--- src/rtl/spram_bx_adapter.sv ---
// rtl/spram_bx_adapter.sv - byte/half/word access adapter onto a 32-bit single-port RAM
// Optional one-word read buffer enabled by defining SPRAM_BX_RDBUF_EN.
module spram_bx_adapter #(
  parameter int              AW          = 17,
  parameter logic [AW-3:0]   BUF_RST_TAG = '0
) (
  input  logic          clk,
  input  logic          rst,
  input  logic          req,
  output logic          rdy,
  input  logic          we,
  input  logic [1:0]    sz,
  input  logic [AW-1:0] ai,
  input  logic [31:0]   vi,
  output logic [31:0]   vo,
  output logic          ack,
  output logic          m_en,
  output logic          m_we,
  output logic [AW-3:0] m_ai,
  output logic [3:0]    m_bmsk,
  output logic [31:0]   m_vi,
  input  logic [31:0]   m_vo
);

  typedef enum logic [1:0] {IDLE, HI, DONE} state_t;
  state_t state, state_nxt;

  function automatic logic [31:0] sz_mask(input logic [1:0] s);
    case (s)
      2'd0:    sz_mask = 32'h0000_00ff;
      2'd1:    sz_mask = 32'h0000_ffff;
      default: sz_mask = 32'hffff_ffff;
    endcase
  endfunction

  logic [1:0]    szn, off;
  logic [AW-3:0] w;
  logic [7:0]    nb, bmsk8;
  logic [63:0]   wrot, rd64;
  logic          split, accept, hit;
  logic [31:0]   rd_vo, hit_vo;

  logic          we_q, split_q;
  logic [1:0]    szn_q, off_q;
  logic [AW-3:0] w_q, w1_q;
  logic [3:0]    hi_bmsk_q;
  logic [31:0]   hi_vi_q, cap_q;

  assign szn = (sz == 2'd3) ? 2'd2 : sz;
  assign off = ai[1:0];
  assign w   = ai[AW-1:2];

  always_comb begin
    case (szn)
      2'd0:    nb = 8'h01;
      2'd1:    nb = 8'h03;
      default: nb = 8'h0f;
    endcase
  end

  // 8-bit lane mask: low nibble targets word W, high nibble spills into W+1
  assign bmsk8  = nb << off;
  assign split  = |bmsk8[7:4];
  assign wrot   = {32'b0, vi & sz_mask(szn)} << {off, 3'b000};
  assign accept = (state == IDLE) && req && !rst && !hit;

  assign rd64  = split_q ? {m_vo, cap_q} : {32'b0, m_vo};
  assign rd_vo = 32'(rd64 >> {off_q, 3'b000}) & sz_mask(szn_q);

`ifdef SPRAM_BX_RDBUF_EN
  logic          buf_v;
  logic [AW-3:0] buf_tag;
  logic [31:0]   buf_data;

  function automatic logic [31:0] merge(input logic [31:0] o, input logic [31:0] n,
                                        input logic [3:0] m);
    for (int i = 0; i < 4; i++)
      merge[8*i +: 8] = m[i] ? n[8*i +: 8] : o[8*i +: 8];
  endfunction

  assign hit    = buf_v && (state == IDLE) && req && !we && !split && (buf_tag == w) && !rst;
  assign hit_vo = 32'({32'b0, buf_data} >> {off, 3'b000}) & sz_mask(szn);

  always_ff @(posedge clk) begin
    if (rst) begin
      buf_v    <= 1'b0;
      buf_tag  <= BUF_RST_TAG;
      buf_data <= '0;
    end else if (state == DONE && !we_q && !split_q) begin
      buf_v    <= 1'b1;
      buf_tag  <= w_q;
      buf_data <= m_vo;
    end else if (accept && we && buf_tag == w) begin
      buf_data <= merge(buf_data, wrot[31:0], bmsk8[3:0]);
    end else if (state == HI && we_q && buf_tag == w1_q) begin
      buf_data <= merge(buf_data, hi_vi_q, hi_bmsk_q);
    end
  end
`else
  logic [AW-3:0] unused_buf_rst_tag;
  assign unused_buf_rst_tag = BUF_RST_TAG;
  assign hit    = 1'b0;
  assign hit_vo = '0;
`endif

  always_ff @(posedge clk) begin
    if (rst) begin
      state     <= IDLE;
      we_q      <= 1'b0;
      split_q   <= 1'b0;
      szn_q     <= '0;
      off_q     <= '0;
      w_q       <= '0;
      w1_q      <= '0;
      hi_bmsk_q <= '0;
      hi_vi_q   <= '0;
      cap_q     <= '0;
    end else begin
      state <= state_nxt;
      if (accept) begin
        we_q      <= we;
        split_q   <= split;
        szn_q     <= szn;
        off_q     <= off;
        w_q       <= w;
        w1_q      <= w + {{(AW-3){1'b0}}, 1'b1};
        hi_bmsk_q <= bmsk8[7:4];
        hi_vi_q   <= wrot[63:32];
      end
      if (state == HI) cap_q <= m_vo;
    end
  end

  // rst gates every RAM cycle so an interrupted split never reaches W+1
  always_comb begin
    state_nxt = state;
    rdy       = (state == IDLE);
    ack       = 1'b0;
    vo        = '0;
    m_en      = 1'b0;
    m_we      = 1'b0;
    m_ai      = '0;
    m_bmsk    = '0;
    m_vi      = '0;
    if (!rst) begin
      case (state)
        IDLE: begin
          if (hit) begin
            ack = 1'b1;
            vo  = hit_vo;
          end else if (req) begin
            m_en      = 1'b1;
            m_we      = we;
            m_ai      = w;
            m_bmsk    = we ? bmsk8[3:0] : 4'b0;
            m_vi      = we ? wrot[31:0] : 32'b0;
            state_nxt = split ? HI : DONE;
          end
        end
        HI: begin
          m_en      = 1'b1;
          m_we      = we_q;
          m_ai      = w1_q;
          m_bmsk    = we_q ? hi_bmsk_q : 4'b0;
          m_vi      = we_q ? hi_vi_q : 32'b0;
          state_nxt = DONE;
        end
        DONE: begin
          ack       = 1'b1;
          vo        = we_q ? 32'b0 : rd_vo;
          state_nxt = IDLE;
        end
        default: state_nxt = IDLE;
      endcase
    end
  end

endmodule

--- config.mk ---
export PLATFORM = sky130hd
export DESIGN_NAME = spram_bx_adapter
export DESIGN_NICKNAME = d
export VERILOG_FILES = /design/src/rtl/spram_bx_adapter.sv
export SDC_FILE = /design/constraint.sdc
export NUM_CORES = 1
export LEC_CHECK = 0
export CORE_MARGIN = 2
export CORE_UTILIZATION = 44
export CTS_BUF_LIST = sky130_fd_sc_hd__clkbuf_2 sky130_fd_sc_hd__clkbuf_4 sky130_fd_sc_hd__clkbuf_8
export DETAILED_ROUTE_END_ITERATION = 8
export MAX_ROUTING_LAYER = met4
export PLACE_DENSITY = 0.79
export SLEW_MARGIN = 25
export SYNTH_ARGS = -nofsm -noshare
export SYNTH_HDL_FRONTEND = slang
export SYNTH_SLANG_ARGS = --single-unit
--- constraint.sdc ---
create_clock -name clk -period 2 [get_ports clk]
set_clock_uncertainty 0.1 [all_clocks]
set_input_delay 0.4 -clock clk [delete_from_list [all_inputs] [get_ports clk]]
set_output_delay 0.4 -clock clk [all_outputs]
set_load 0.005 [all_outputs]
==> metrics.cfg <==
[setup_path]
cpMostUsedCell=buf_6
timing.critical_path.arrival_ps=2130
crit_type=reg -> out
data_required_time_at_the_worst_endpoint_ps=1500
critical_path.endpoint_type=output pin
startpoint_type=flop
cp_top_family=simple AND/OR/NAND/NOR gates
worstPathCellList=or3b_4 -> nor3b_4 -> buf_6 -> buf_6 -> buf_6 -> a22oi_2 -> nor2_1 -> buf_2
crit_slowest_cell=or3b_4
timing.critical_path.slowest_cell_delay_ps=440
critical_path_buf_inv_count=4
largest_fanout_of_any_net_on_the_critical_path=4

[final_layout]
instances_no_fill=1295
final_design_area_no_fill_sq_um=10200
seqCellArea_sq_um=1650
nNetsFinal=1205
fill_cells=761
drive_gt1_share_pct=42.7
syn_to_final_growth_pct=79.4
multi_input_logic_area_sq_um=4390

[drt]
vias=7927
routed_wirelength_um=27300
route.detailed.drc=0
wl_per_cell_um=21.1
drt_pass1_iterations=8
detailroute.wirelength.met3_um=2330
top_sig_layer=met4
met2_wirelength_um=12900
first_iter_violations=980
detail_route.wirelength.met1_um=10500
antenna_left=0
avgViaCountPerCell=6.12

[synth]
ys_types=48
synth-edff-count=0
netlist.area_leader.share_pct=28.9
ys.warnings.count=0
netlist_area_sq_um=5680
asyncSetResetFlopFracSynth_pct=0
syn_nets=859
netlist_instances=771
most_numerous_cell_types_in_the_synthesized_netlist=116 x nand2_1, 113 x nor2_1, 82 x dfxtp_1, 67 x a21oi_1, 56 x mux2i_1
synth_area_leader_cell=dfxtp_1
netlist_top_cells_area=dfxtp_1 29%, mux2i_1 9.9%, nand2_1 7.7%
synth_most_common_cell=nand2_1
register_area_share_after_synthesis_pct=28.9
flop_and_latch_count_out_of_synthesis=82
synth_ff_type=dfxtp_1
synthesis.area_per_instance_sq_um=7.37

[power_and_ir_drop]
switching_share_pct=33.3
internal-power_mw=3.41
peak_ir_drop_on_the_vdd_network_uv=307
leakage_nw=4.16
combPwrFrac_pct=39.4
pwr_density_cell_nw_per_um2=502
clock_power_share_pct=25.5
pwr-share-seq_pct=35.1
psw_mw=1.70

[grt]
antenna_found_initial=1
grt_overflow=0
grt_pass1_vias=7547
grt_start_max_net_pins=57
grt_util_all_layers_pct=36.1
grt_first_pass_wirelength_um=39500

[floorplanning]
die_w_um=118
initial_util_pct=45.0
core_sq_um=12600
chipHeight_um=118
die-area_sq_um=13800
top_level_ports=174
placement_rows=41

[clocking]
cts-htree-levels=3
clkTransAtPathRegs_ps=90
clock_latency_at_the_later_pin_of_the_worst_skew_pair_ps=360
cts_root_buf=clkbuf_8
clockBufferDepth=2
cts_sinks=82
cts_made_buffers=9
tritoncts=built

[timing]
max_slew.worst_pin.slew_ps=664
setup-violations-final=85
setup_ws_ps=-634
max_freq_ghz=0.380
report.final.hold_viol_count=0
layout_worst_path_cycle_share_pct=132
maxSlewHeadroom_pct=55.8
final_slew_violations=0
rsz0062_at_grt=yes
period_minus_ws_final_ps=2630

[place]
placement.io_buffers=173
final_estimated_routing_congestion_in_global_placement=1.02
dp.final_hpwl_um=15100
dp.cells=1202
area_post_placement_sq_um=8630

[status]
violations=setup timing
result_of_the_run=complete, but fails checks

[hold_path]
holdCritPathClass=reg -> reg

[job]
max_cap_viol_count=0

==> power groups by stage <==
stage	logic (mW)	registers (mW)	clock network, mW
6_report	2.01	1.80	1.31
5_1_grt	2.10	1.80	1.37
4_1_cts	1.80	1.79	1.31
3_5_place_dp	1.45	1.81	0
3_3_place_gp	1.43	1.81	0
2_1_floorplan	0.733	1.78	0
==> cell usage in the layout, fill, tap and decap left out, types with 19 or more instances in the layout <==
cell type and n:
buf_4 148, nand2_1 109, nor2_1 87, buf_2 84
clkdlybuf4s50_1 81, dfxtp_1 78, buf_6 65, a21oi_1 51
mux2i_1 42, a22oi_1 35, a22oi_2 21, nor2_4 19
==> layer usage <==
layer,global-route usage (%),up-vias
met5,-,-
met4,16.1,0
met3,6.59,171
met2,58.6,580
met1,43.8,3728
li1,-,3448
==> cell type report <==
type                            instances  share of cell area (%)
Multi-Input combinational cell        611                    43.1
Timing Repair Buffer                  410                    36.4
Sequential cell                        82                    16.2
Tap cell                              172                    2.11
Clock buffer                           11                    1.42
Clock inverter                          5                   0.614
Inverter                                3                   0.110
Antenna cell                            1                  0.0245
==> worst paths after layout <==
check	start	endpoint	slack, ps	cells after the start
worst max register to register	state[1]	cap_q[19]	20	11
worst min-delay path	cap_q[8]	cap_q[8]	360	2
worst min register to register	cap_q[8]	cap_q[8]	360	2
worst max-delay path	state[0]	m_vi[15]	-630	8
==> registers in the layout, indices dropped and copies added, names as in the netlist <==
signal,count
hi_bmsk_q,3
cap_q,32
szn_q,2
w1_q,15
hi_vi_q,24
split_q,1
off_q,2
we_q,1
state,2
==> timing repair <==
item,in CTS,in global routing
hold buffers,0,0
resized for setup,517,97
pin swaps,71,54
setup buffers,54,19
gates cloned,10,2
setup endpoints to repair,91,92
==> cell families after synthesis <==
| logic type | after synthesis | synth area share, % |
|---|---|---|
| xor gates and xnor gates | 10 | 1.54 |
| AOI/OAI and AO/OA | 222 | 26.5 |
| and+or+nand+nor | 306 | 23.9 |
| buffers and inverters | 78 | 5.90 |
| adders and majority gates | 1 | 0.220 |
| muxes | 72 | 13.0 |
| DFF | 82 | 28.9 |
==> through the flow <==
step	util, %	setup slack [ps]	setup TNS, ps	power (mW)	hold WS, ps
floorplan	-	-92.3	-1570	2.52	332
global placement	68.4	-1020	-72050	3.24	341
detailed placement	68.4	-1090	-76440	3.26	345
CTS	77.3	-581	-33440	4.89	359
global route	80.8	-679	-44240	5.28	390
finish	80.8	-634	-39060	5.12	359
==> worst min-delay path, stage by stage, from the launching register on <==
cell     delay [ps]
dfxtp_1         320
nand2_1          50
a21oi_1          50
Note: power is estimated with default switching activity, not from simulation.
